File: config.mk
export PLATFORM = sky130hd
export DESIGN_NAME = emergency_sequencer
export DESIGN_NICKNAME = d
export VERILOG_FILES = /design/src/rtl/emergency_sequencer.sv
export SDC_FILE = /design/constraint.sdc
export NUM_CORES = 1
export LEC_CHECK = 0
export ABC_AREA = 1
export CORE_ASPECT_RATIO = 0.75
export CORE_MARGIN = 2
export CORE_UTILIZATION = 57
export DETAILED_ROUTE_END_ITERATION = 8
export DONT_BUFFER_PORTS = 1
export PLACE_DENSITY = 0.75
export SLEW_MARGIN = 0
export SYNTH_ARGS = -nofsm -noshare
export SYNTH_HDL_FRONTEND = slang
export SYNTH_SLANG_ARGS = --single-unit
File: constraint.sdc
create_clock -name clk -period 2 [get_ports clk]
set_input_delay 0.3 -clock clk [delete_from_list [all_inputs] [get_ports clk]]
set_output_delay 0.3 -clock clk [all_outputs]
set_load 0.05 [all_outputs]
File: src/rtl/emergency_sequencer.sv
// rtl/emergency_sequencer.sv - emergency stop sequencer for an elevator car
//
// Purpose: on an SOS request, inhibits the drive, waits for the car to stop
// (or times out), engages the brake, opens the doors when at a landing,
// sounds the alarm, and releases the brake after the SOS clears.
//
// Ports:
//   clk           in   system clock, rising edge
//   rst_n         in   asynchronous active-low reset
//   sos_mode      in   1 = emergency requested
//   tick          in   one-clk timebase strobe
//   moving        in   1 = car in motion
//   at_floor      in   1 = car aligned with a landing
//   motor_inhibit out  1 = drive suppressed
//   brake         out  1 = brake engaged
//   door_open_req out  1 = request door opening
//   alarm         out  audible alarm drive
//   state         out  IDLE=0 DECEL=1 BRAKE=2 DOOR=3 HOLD=4 RELEASE=5
//   stop_fault    out  sticky stop-timeout flag
//
// Optional feature: define SOS_TIMEOUT_FAULT_EN to implement the sticky
// stop_fault register; otherwise stop_fault is constant 0.

module emergency_sequencer #(
  parameter int unsigned STOP_TIMEOUT  = 8,
  parameter int unsigned ALARM_HALF    = 4,
  parameter int unsigned RELEASE_TICKS = 6
) (
  input  logic       clk,
  input  logic       rst_n,
  input  logic       sos_mode,
  input  logic       tick,
  input  logic       moving,
  input  logic       at_floor,
  output logic       motor_inhibit,
  output logic       brake,
  output logic       door_open_req,
  output logic       alarm,
  output logic [2:0] state,
  output logic       stop_fault
);

  localparam logic [2:0] S_IDLE    = 3'd0;
  localparam logic [2:0] S_DECEL   = 3'd1;
  localparam logic [2:0] S_BRAKE   = 3'd2;
  localparam logic [2:0] S_DOOR    = 3'd3;
  localparam logic [2:0] S_HOLD    = 3'd4;
  localparam logic [2:0] S_RELEASE = 3'd5;

  localparam logic [15:0] STOP_LAST = 16'(STOP_TIMEOUT - 1);
  localparam logic [15:0] HALF_LAST = 16'(ALARM_HALF - 1);
  localparam logic [15:0] REL_LAST  = 16'(RELEASE_TICKS - 1);

  logic [2:0]  state_q, state_d;
  logic [15:0] cnt_q, cnt_d;
  logic [15:0] acnt_q, acnt_d;
  logic        alarm_q, alarm_d;
  logic        armed_q, armed_d;
  logic        motor_inhibit_q, motor_inhibit_d;
  logic        brake_q, brake_d;
  logic        door_q, door_d;
  logic        timeout;

  function automatic logic alarm_state(input logic [2:0] s);
    return (s == S_DECEL) || (s == S_BRAKE) || (s == S_DOOR) || (s == S_HOLD);
  endfunction

  // Next state
  always_comb begin
    state_d = state_q;
    timeout = 1'b0;
    case (state_q)
      // The first edge after reset release only arms the sequencer, so an
      // SOS level already present at release starts DECEL one edge later.
      S_IDLE:    if (sos_mode && armed_q) state_d = S_DECEL;
      S_DECEL: begin
        // A stop reported on the timeout edge is a normal stop.
        if (!moving) begin
          state_d = S_BRAKE;
        end else if (tick && (cnt_q == STOP_LAST)) begin
          state_d = S_BRAKE;
          timeout = 1'b1;
        end
      end
      S_BRAKE:   state_d = at_floor ? S_DOOR : S_HOLD;
      S_DOOR:    if (!sos_mode) state_d = S_RELEASE;
      S_HOLD:    if (!sos_mode) state_d = S_RELEASE;
      S_RELEASE: begin
        if (sos_mode) begin
          state_d = S_BRAKE;
        end else if (tick && (cnt_q == REL_LAST)) begin
          state_d = S_IDLE;
        end
      end
      default:   state_d = S_BRAKE;
    endcase
  end

  // State tick counter: cleared on every state change, saturating.
  always_comb begin
    cnt_d = cnt_q;
    if (state_d != state_q) begin
      cnt_d = '0;
    end else if (tick && (cnt_q != 16'hFFFF)) begin
      cnt_d = cnt_q + 16'd1;
    end
  end

  // Alarm phase runs continuously across DECEL/BRAKE/DOOR/HOLD and restarts
  // high whenever that group is entered from outside it.
  always_comb begin
    alarm_d = alarm_q;
    acnt_d  = acnt_q;
    if (!alarm_state(state_d)) begin
      alarm_d = 1'b0;
      acnt_d  = '0;
    end else if (!alarm_state(state_q)) begin
      alarm_d = 1'b1;
      acnt_d  = '0;
    end else if (tick) begin
      if (acnt_q == HALF_LAST) begin
        alarm_d = ~alarm_q;
        acnt_d  = '0;
      end else begin
        acnt_d = acnt_q + 16'd1;
      end
    end
  end

  // Control outputs are decoded from the next state so the registered
  // outputs line up with the registered state.
  always_comb begin
    armed_d         = 1'b1;
    motor_inhibit_d = (state_d != S_IDLE);
    brake_d         = (state_d == S_BRAKE) || (state_d == S_DOOR) ||
                      (state_d == S_HOLD)  || (state_d == S_RELEASE);
    door_d          = (state_d == S_DOOR);
  end

  always_ff @(posedge clk or negedge rst_n) begin
    if (!rst_n) begin
      state_q         <= S_IDLE;
      cnt_q           <= '0;
      acnt_q          <= '0;
      alarm_q         <= 1'b0;
      armed_q         <= 1'b0;
      motor_inhibit_q <= 1'b0;
      brake_q         <= 1'b0;
      door_q          <= 1'b0;
    end else begin
      state_q         <= state_d;
      cnt_q           <= cnt_d;
      acnt_q          <= acnt_d;
      alarm_q         <= alarm_d;
      armed_q         <= armed_d;
      motor_inhibit_q <= motor_inhibit_d;
      brake_q         <= brake_d;
      door_q          <= door_d;
    end
  end

`ifdef SOS_TIMEOUT_FAULT_EN
  logic fault_q, fault_d;

  always_comb begin
    fault_d = fault_q | timeout;
  end

  always_ff @(posedge clk or negedge rst_n) begin
    if (!rst_n) begin
      fault_q <= 1'b0;
    end else begin
      fault_q <= fault_d;
    end
  end

  assign stop_fault = fault_q;
`else
  logic timeout_unused;
  assign timeout_unused = timeout;
  assign stop_fault     = 1'b0;
`endif

  assign state         = state_q;
  assign motor_inhibit = motor_inhibit_q;
  assign brake         = brake_q;
  assign door_open_req = door_q;
  assign alarm         = alarm_q;

endmodule
Yosys cells after proc, flatten, opt, wreduce, memory -nomap -nowiden
Index checks and enable logic that the tools add are counted.
{"block": "totals", "ff_bits": 40, "latch_bits": 0, "ram_bits": 0, "romBits": 0, "output_inout_bits": 8, "word_cells": 64, "n_memories": 0}
{"block": "op_classes", "add_sub_neg": 2, "n_mul": 0, "n_div": 0, "magnitude_cmp": 0, "eq_ne": 17, "shifts": 0, "muxes": 18, "bitwise": 1, "reduce_logical": 18}
{"op": "$mux 16", "n": 6}
{"op": "$add 16x1->16 const B", "n": 2}
{"op": "$eq 16x3->1 const B", "n": 2}
{"op": "$mux 3", "n": 7}
{"op": "$eq 16x2->1 const B", "n": 1}
{"op": "$ne 16x16->1 const B", "n": 1}
{"op": "$pmux 3 s5", "n": 1}
{"op": "$eq 3x2->1 const B", "n": 4}
{"op": "$eq 3x3->1 const B", "n": 4}
{"op": "$logic_or 1x1->1", "n": 9}
{"op": "$eq 3x1->1 const B", "n": 2}
{"op": "$logic_and 1x1->1", "n": 4}
{"op": "$mux 1", "n": 4}
{"op": "$logic_not 3->1", "n": 1}
{"op": "$ne 3x2->1 const B", "n": 1}
{"op": "$ne 3x3->1", "n": 1}
{"op": "$ne 3x3->1 const B", "n": 1}
{"op": "$reduce_bool 3->1", "n": 1}
{"op": "$reduce_and 2->1", "n": 1}
{"op": "$reduce_bool 2->1", "n": 1}
{"op": "$reduce_or 2->1", "n": 1}
{"op": "$not 1->1", "n": 1}

Depth between registers and ports, before layout
Gate-level depths: netlist (run 1).
{"block": "depth", "depth_word": 11, "ltp_mapped": 15}

Worst setup path after synthesis (run 1)
No wires, ideal clock.
{"block": "synth_path", "path_kind": "register -> register", "start": "reg state_q[0], in the netlist state[0]", "end": "reg acnt_q[6]", "arrival_time_ps": 1950, "slack_ps": -67, "stages_incl_launch_ff": 14, "n_path_buf": 2, "path_cell_list": "dfrtp_1 > clkbuf_2 > nor2_1 > nand2_1 > nand2_1 > o21ai_0 > nand2_1 > nor2_2 > nand4_4 > nand4_4 > inv_4 > buf_8 > nand2_1 > nand2_1"}
{"block": "synth_between", "elab_chain_cells": 8, "elab_cells_between_ends": 27, "cone_classes": "eq/ne (10); mux (9); reduce/logical (8)"}
{"element": "start, declared", "line_no": "54", "rtl": "logic [2:0] state_q, state_d;"}
{"element": "start signal, assigned", "line_no": "151", "rtl": "state_q <= state_d;"}
{"element": "$eq 3x2->1, or another cell as far along", "line_no": "65, 72"}
{"element": "$reduce_or 2->1 (no line), or another cell as far along"}
{"element": "$pmux 3 s5", "line_no": "72", "rtl": "case (state_q)"}
{"element": "$eq 3x1->1 or $eq 3x2->1 (tied branches)", "line_no": "65", "rtl": "return (s == S_DECEL) || (s == S_BRAKE) || (s == S_DOOR) || (s == S_HOLD);"}
{"element": "$logic_or 1x1->1 (3 in a row)", "line_no": "65"}
{"element": "$ne 3x3->1 (no line) or $mux 16 (tied branches)"}
{"element": "end signal, assigned", "line_no": "153", "rtl": "acnt_q <= acnt_d;"}
{"element": "end, declared", "line_no": "56", "rtl": "logic [15:0] acnt_q, acnt_d;"}
Several ways; a longest one is shown, not always the timed one.
A chain may end at the register's enable or synchronous reset.

Worst setup path in the final report (run 1)
{"block": "layout_path", "start": "reg cnt_q[1]", "end": "reg acnt_q[10]"}
{"block": "layout_between", "elab_chain_cells": 10, "elab_cells_between_ends": 18, "cone_classes": "eq/ne (7); mux (6); reduce/logical (5)"}
{"element": "start, declared", "line_no": "55", "rtl": "logic [15:0] cnt_q, cnt_d;"}
{"element": "start signal, assigned", "line_no": "152", "rtl": "cnt_q <= cnt_d;"}
{"element": "$eq 16x3->1 (on tied branches)", "line_no": "91, 80"}
{"element": "$logic_and 1x1->1 (on tied branches)", "line_no": "91, 80"}
{"element": "$mux 3 (on tied branches)", "line_no": "91, 80"}
{"element": "$mux 3 (on tied branches)", "line_no": "89, 78"}
{"element": "$pmux 3 s5 *", "line_no": "72"}
{"element": "$eq 3x1->1 or $eq 3x2->1 (tied branches)", "line_no": "65"}
{"element": "$logic_or 1x1->1 (2 in a row)", "line_no": "65"}
{"element": "$logic_or 1x1->1 *", "line_no": "65"}
{"element": "$ne 3x3->1 (no line) or $mux 16 (tied branches)"}
Mark *: on every way between the ends. The rest lies on a longest branch, timed or not.

==> results.yml, run 1 <==
sta:
  holdWs_ns: 0.143
  setup_viol: 14
  hold_viol: 0
  setup_ws_ns: -0.0937
  fmax_ghz: 0.478
  timing.final.crit_share: 1.05
  finClkSkew_ns: 0.0135
  slew_violations: 0
  grt_setup_unrepaired: "yes"
  max_slew_margin: 0.618
  min_period_ns: 2.09
  tightest_slew_ns: 0.567
cts:
  h-tree-depth: 2
  cts.sinks: 40
  ctsRootBufferMaster: "clkbuf_8"
  clkLatencyLatePin_ns: 0.31
  clkTransAtPathRegs_ns: 0.09
  ctsLongestPathBuffers: 2
  numCtsBuffers: 5
  cts_tree: "done"
synthesis:
  async_flop_share: 1.00
  ys_seq_elements: 40
  netlist.area_leader.share: 0.380
  yosysWarnings: 0
  yosys.area.top_type: "dfrtp_1"
  ys_types: 39
  synth_cells: 347
  synthTopCellsByArea: "dfrtp_1 (38%), nand2_1 (11%), nor2_1 (6.7%), nand3_1 (5.7%), inv_1 (4.4%)"
  syn-cell-area_um2: 2640
  synth_nets: 356
  syn_avg_cell_area_um2: 7.60
  ys_seq_area_frac: 0.380
  synth_edf_count: 0
  synthFlopType: "dfrtp_1"
worst_setup_path:
  cp_cell_sequence: "ha_2 -> nand2_2 -> inv_2 -> nand2_2 -> nor2_1 -> nand2_1 -> nand2_2 -> a21oi_4 -> nand4_4 -> nand4_4 -> clkbuf_16 -> nand3_2 -> nand2_1"
  cpLargestDelayFamily: "simple AND/OR/NAND/NOR gates"
  critPathMaxStageDelay_ns: 0.43
  cp_common_cell: "nand2_2"
  reg2reg_slack_ns: -0.09
  startpoint: "cnt_q[1]$_DFFE_PN0P_"
  r2r-end: "acnt_q[10]$_DFFE_PN0P_"
  criticalPathCategory: "register to register"
  worstRegToRegCells: 13
  r2r_start: "cnt_q[1]$_DFFE_PN0P_"
  crit_arrival_ns: 2.34
  worstPathMaxFanout: 6
  cp-end-kind: "register"
  crit_required_ns: 2.24
  slowest_stage: "dfrtp_1"
  path_buf_inv: 2
  crit_path_start_kind: "register"
detailed_routing:
  drt_iter0_drc: 297
  num_vias: 2512
  via_per_inst: 5.77
  dr.pass1.iters: 5
  wl_per_cell_um: 16.3
  drt-total-wl_um: 7090
  ant_nets: 0
  drc: 0
global_route:
  antenna_found_initial: 0
  grt_pass1_vias: 2175
  track_usage: 0.255
  overflow: 0
  grt_first_pass_wirelength_um: 10200
  grt_max_degree: 41
place:
  dp_hpwl_um: 4270
  gp_congestion: 0.948
  portBuffers: 0
final_layout:
  nNetsFinal: 386
  n_fill_cell: 289
  final_common_cell: "nand2_1"
  multi_input_area_um2: 1640
  antenna_cells: 0
  fin_util: 0.732
  drive_above_1_share: 0.320
  final_cell_mix: "nand2_1 (74), nor2_1 (42), dfrtp_1 (37)"
  synthToLayoutAreaGrowth_pct: 24.1
  layout.area.seq_um2: 1000
floorplanning:
  start_util: 0.590
  dieArea_um2: 5190
  core_area_um2: 4470
  die-height_um: 62.9
  io-pin-count: 14
  core.rowCount: 21
  die_x_um: 82.5
power_and_ir_drop:
  switching_share: 0.500
  seq_power_share: 0.255
  p_clk_frac: 0.151
  p_int_w: 0.00229
  p_comb_frac: 0.594
  p_per_area_nw_per_um2: 1400
  vdd_drop_max_uv: 1330
  leakagePower_nw: 1.46
  power.switching_w: 0.00229
job:
  drv_cap: 0
hold_path:
  min-delay-start: "tick"
  min_path_type: "primary input to register"
  hold_depth: 2
  hold-path-endpoint: "acnt_q[14]$_DFFE_PN0P_"
outcome:
  violations: "negative setup slack"
  outcome: "complete, but fails checks"
[registers in the layout (all words and copies together) (netlist names)]
name / flops
acnt_q: 16
brake: 1
armed_q: 1
alarm: 1
door_open_req: 1
motor_inhibit: 1
cnt_q: 16
state: 3
[metrics by stage]
| stage | instances | setup slack [ns] | setup TNS, ns | instance area [um2] | total power, W |
|---|---|---|---|---|---|
| floorplan | 347 | 0.0990 | 0 | 2640 | 0.00260 |
| global placement | 415 | -0.0523 | -0.0753 | 2790 | 0.00284 |
| detailed placement | 415 | -0.0624 | -0.137 | 2790 | 0.00287 |
| CTS | 426 | -0.0106 | -0.0106 | 2970 | 0.00367 |
| global route | 435 | -0.192 | -3.64 | 3270 | 0.00482 |
| finish | 435 | -0.0937 | -0.465 | 3270 | 0.00458 |
[what timing repair did]
item,CTS,global route
endpoints found under the hold margin,40,0
hold buffers,2,0
resized for setup,4,54
gates cloned,0,2
pin swaps,0,14
setup endpoints to repair,4,31
buffers inserted,1,7
[layer usage]
layer | vias to the layer above | wire, um | GRT usage
li1 | 1174 | - | -
met1 | 1200 | 3240 | 0.381
met2 | 113 | 3190 | 0.373
met3 | 25 | 481 | 0.0477
met4 | 0 | 173 | 0.0738
met5 | - | 0 | 0
[how the worst max path moves through the flow]
stage / endpoint / slack, ns / depth (start not counted)
floorplan: acnt_q[6]$_DFFE_PN0P_ / 0.1 / 13
global placement: cnt_q[6]$_DFFE_PN0P_ / -0.05 / 12
detailed placement: cnt_q[6]$_DFFE_PN0P_ / -0.06 / 12
CTS: cnt_q[14]$_DFFE_PN0P_ / -0.01 / 12
global route: acnt_q[10]$_DFFE_PN0P_ / -0.19 / 14
finish: acnt_q[10]$_DFFE_PN0P_ / -0.09 / 13
[power by group through the flow]
| stage | Sequential [W] | Clock (W) | Combinational (W) |
|---|---|---|---|
| global placement | 0.00117 | 0 | 0.00167 |
| detailed placement | 0.00118 | 0 | 0.00169 |
| floorplan | 0.00124 | 0 | 0.00136 |
| finish | 0.00117 | 0.000691 | 0.00272 |
| global route | 0.00119 | 0.000736 | 0.00290 |
| CTS | 0.00116 | 0.000688 | 0.00183 |
[Yosys cell counts, drive strengths merged, types with 3 or more instances]
cell	instances
a21oi	8
buf	6
o21ai	5
nand3	32
nor3	10
inv	36
nand2	96
nor2	57
xor2	13
dfrtp	40
nand4	12
nor4	6
xnor2	6
ha	3
[kinds of logic after synthesis]
logic type | count (synthesis) | synth area share
AO/OA/AOI/OAI | 19 | 0.0565
XOR/XNOR | 19 | 0.0631
adder cells (fa/ha/maj) | 3 | 0.0142
buffers and inverters | 45 | 0.0811
flip-flops | 40 | 0.380
other | 2 | 0.00285
AND/OR/NAND/NOR | 219 | 0.402
[final cells by class]
cell class                 count  area share
multi-input combinational    263       0.501
sequential                    40       0.307
timing repair buffer          30      0.0899
inverter                      37      0.0463
tap                           57      0.0218
clock buffer                   5      0.0210
clock inverter                 3      0.0130
[worst reg2reg max path, stage by stage (launching register included)]
cell and delay (ns):
dfrtp_1 0.43, ha_2 0.21, nand2_2 0.07, inv_2 0.05, nand2_2 0.07, nor2_1 0.04, nand2_1 0.09, nand2_2 0.08
a21oi_4 0.25, nand4_4 0.17, nand4_4 0.20, clkbuf_16 0.19, nand3_2 0.07, nand2_1 0.10
No activity file was read; power rests on OpenSTA's default activity.
==> run 2: changes to the inputs <==
REMOVE_ABC_BUFFERS = 1   (was unset)
==> run 2 against run 1 <==
  * The run still ends with negative setup slack left
  * Power fell by 12%
  * Sequential share of layout area rose by 1.3 points
  * Die area did not move
  * Non-clock buffer count rose by 1
  * Critical endpoint unchanged
==> results.yml, run 2 (synthesis results as in run 1) <==
outcome:
  outcome: "complete, but fails checks"
  violations: "negative setup slack"
floorplanning:
  die_x_um: 82.5
  die-height_um: 62.9
  core_area_um2: 4470
  io-pin-count: 14
  core.rowCount: 21
  dieArea_um2: 5190
  start_util: 0.590
worst_setup_path:
  worstPathMaxFanout: 5
  slowest_stage: "dfrtp_1"
  cp-end-kind: "register"
  crit_required_ns: 2.19
  r2r-end: "acnt_q[10]$_DFFE_PN0P_"
  worstRegToRegCells: 15
  crit_cells: 15
  cp_cell_sequence: "inv_1 -> ha_2 -> nand4_1 -> nor2_1 -> nand2_2 -> nand2_4 -> nand2_4 -> inv_2 -> nand3_4 -> nand2_4 -> nand4_4 -> buf_4 -> buf_6 -> nand3_1 -> nand2_1"
  crit_path_start_kind: "register"
  startpoint: "cnt_q[1]$_DFFE_PN0P_"
  cp_common_cell: "nand2_4"
  critPathCapture: "acnt_q[10]$_DFFE_PN0P_"
  cpLargestDelayFamily: "simple AND/OR/NAND/NOR gates"
  crit_arrival_ns: 2.26
  r2r_start: "cnt_q[1]$_DFFE_PN0P_"
  critPathMaxStageDelay_ns: 0.41
  reg2reg_slack_ns: -0.08
  criticalPathCategory: "register to register"
  path_buf_inv: 4
detailed_routing:
  drt-total-wl_um: 6620
  num_vias: 2479
  drc: 0
  dr.pass1.iters: 6
  drt_iter0_drc: 269
  ant_nets: 0
  wl_per_cell_um: 15.2
  via_per_inst: 5.69
final_layout:
  layout.area.seq_um2: 1000
  multi_input_area_um2: 1510
  final_cell_mix: "nand2_1 (71), nor2_1 (45), dfrtp_1 (40)"
  antenna_cells: 0
  drive_above_1_share: 0.269
  synthToLayoutAreaGrowth_pct: 18.4
  final_common_cell: "nand2_1"
  nNetsFinal: 387
  n_fill_cell: 345
sta:
  min_period_ns: 2.08
  holdWs_ns: 0.147
  grt_setup_unrepaired: "yes"
  slew_violations: 0
  tightest_slew_ns: 0.506
  timing.final.crit_share: 1.04
  setup_viol: 12
  finClkSkew_ns: 0.0101
  max_slew_margin: 0.662
  fmax_ghz: 0.482
  hold_viol: 0
  setup_ws_ns: -0.0755
global_route:
  overflow: 0
  track_usage: 0.259
  grt_pass1_vias: 2307
  antenna_found_initial: 0
  grt_use_met3: 0.0549
  grtUsageMet2: 0.392
  grt_first_pass_wirelength_um: 10500
  grt_max_degree: 41
  busiest_layer: "met2"
  met1_usage: 0.376
cts:
  clkTransAtPathRegs_ns: 0.09
  ctsRootBufferMaster: "clkbuf_8"
  cts_tree: "done"
  cts.sinks: 40
  h-tree-depth: 2
  clkLatencyLatePin_ns: 0.29
  numCtsBuffers: 5
  ctsLongestPathBuffers: 2
job:
  drv_cap: 0
hold_path:
  min_path_type: "primary input to register"
power_and_ir_drop:
  vdd_drop_max_uv: 1280
  p_per_area_nw_per_um2: 1290
  leakagePower_nw: 1.45
place:
  portBuffers: 0
  gp_congestion: 0.970
  pre_cts_ws_ns: -0.0237
  dp_hpwl_um: 4360
==> run 2: worst register-to-register path: stages, from the launching register on <==
cell and delay, ns:
dfrtp_1 0.41, inv_1 0.07, ha_2 0.15, nand4_1 0.09, nor2_1 0.14, nand2_2 0.11
nand2_4 0.09, nand2_4 0.06, inv_2 0.09, nand3_4 0.09, nand2_4 0.10, nand4_4 0.12
buf_4 0.17, buf_6 0.12, nand3_1 0.09, nand2_1 0.06
==> run 2: layout make-up <==
class                           instances  share of cell area
Tap cell                               57              0.0228
Multi-Input combinational cell        262               0.485
Inverter                               37              0.0493
Timing Repair inverter                  1             0.00281
Clock buffer                            5              0.0220
Timing Repair Buffer                   31              0.0842
Sequential cell                        40               0.321
Clock inverter                          3              0.0136
==> run 2: report_power, final <==
| part | switching [W] | internal (W) |
|---|---|---|
| clock network | 0.000301 | 0.000370 |
| logic | 0.00143 | 0.000759 |
| registers | 0.000249 | 0.000908 |
==> run 2: how the worst min path moves through the flow <==
stage,from,endpoint,cells past startpoint
after floorplan,rst_n,acnt_q[0]$_DFFE_PN0P_,0
after global placement,rst_n,state[2]$_DFF_PN0_,0
after detailed placement,rst_n,armed_q$_DFF_PN0_,0
after CTS,tick,acnt_q[0]$_DFFE_PN0P_,2
after global routing,tick,acnt_q[0]$_DFFE_PN0P_,2
final,tick,acnt_q[0]$_DFFE_PN0P_,2
==> run 2: per-layer routing <==
metal  vias up  share of wire
li1       1175              -
met1      1165           0.45
met2       120           0.46
met3        19          0.075
met4         0          0.017
met5         -              0
==> run 2: metrics by stage <==
step / utilization / total power (W) / instance area [um2] / std cells / setup TNS [ns]
CTS: 0.656 / 0.00358 / 2930 / 425 / 0
global placement: 0.622 / 0.00283 / 2780 / 415 / -0.00679
global route: 0.699 / 0.00428 / 3120 / 436 / -3.80
finish: 0.699 / 0.00402 / 3120 / 436 / -0.480
floorplan: - / 0.00238 / 2560 / 339 / -0.0727
detailed placement: 0.622 / 0.00287 / 2780 / 415 / -0.0927
==> run 2: repair_timing <==
| item | CTS | global route |
|---|---|---|
| hold buffers | 2 | 0 |
| resized for setup | 2 | 34 |
| cloned | 0 | 1 |
| setup buffers | 0 | 10 |
| pin swaps | 0 | 4 |
| setup endpoints to repair | 9 | 30 |
| hold endpoints to repair | 40 | 0 |
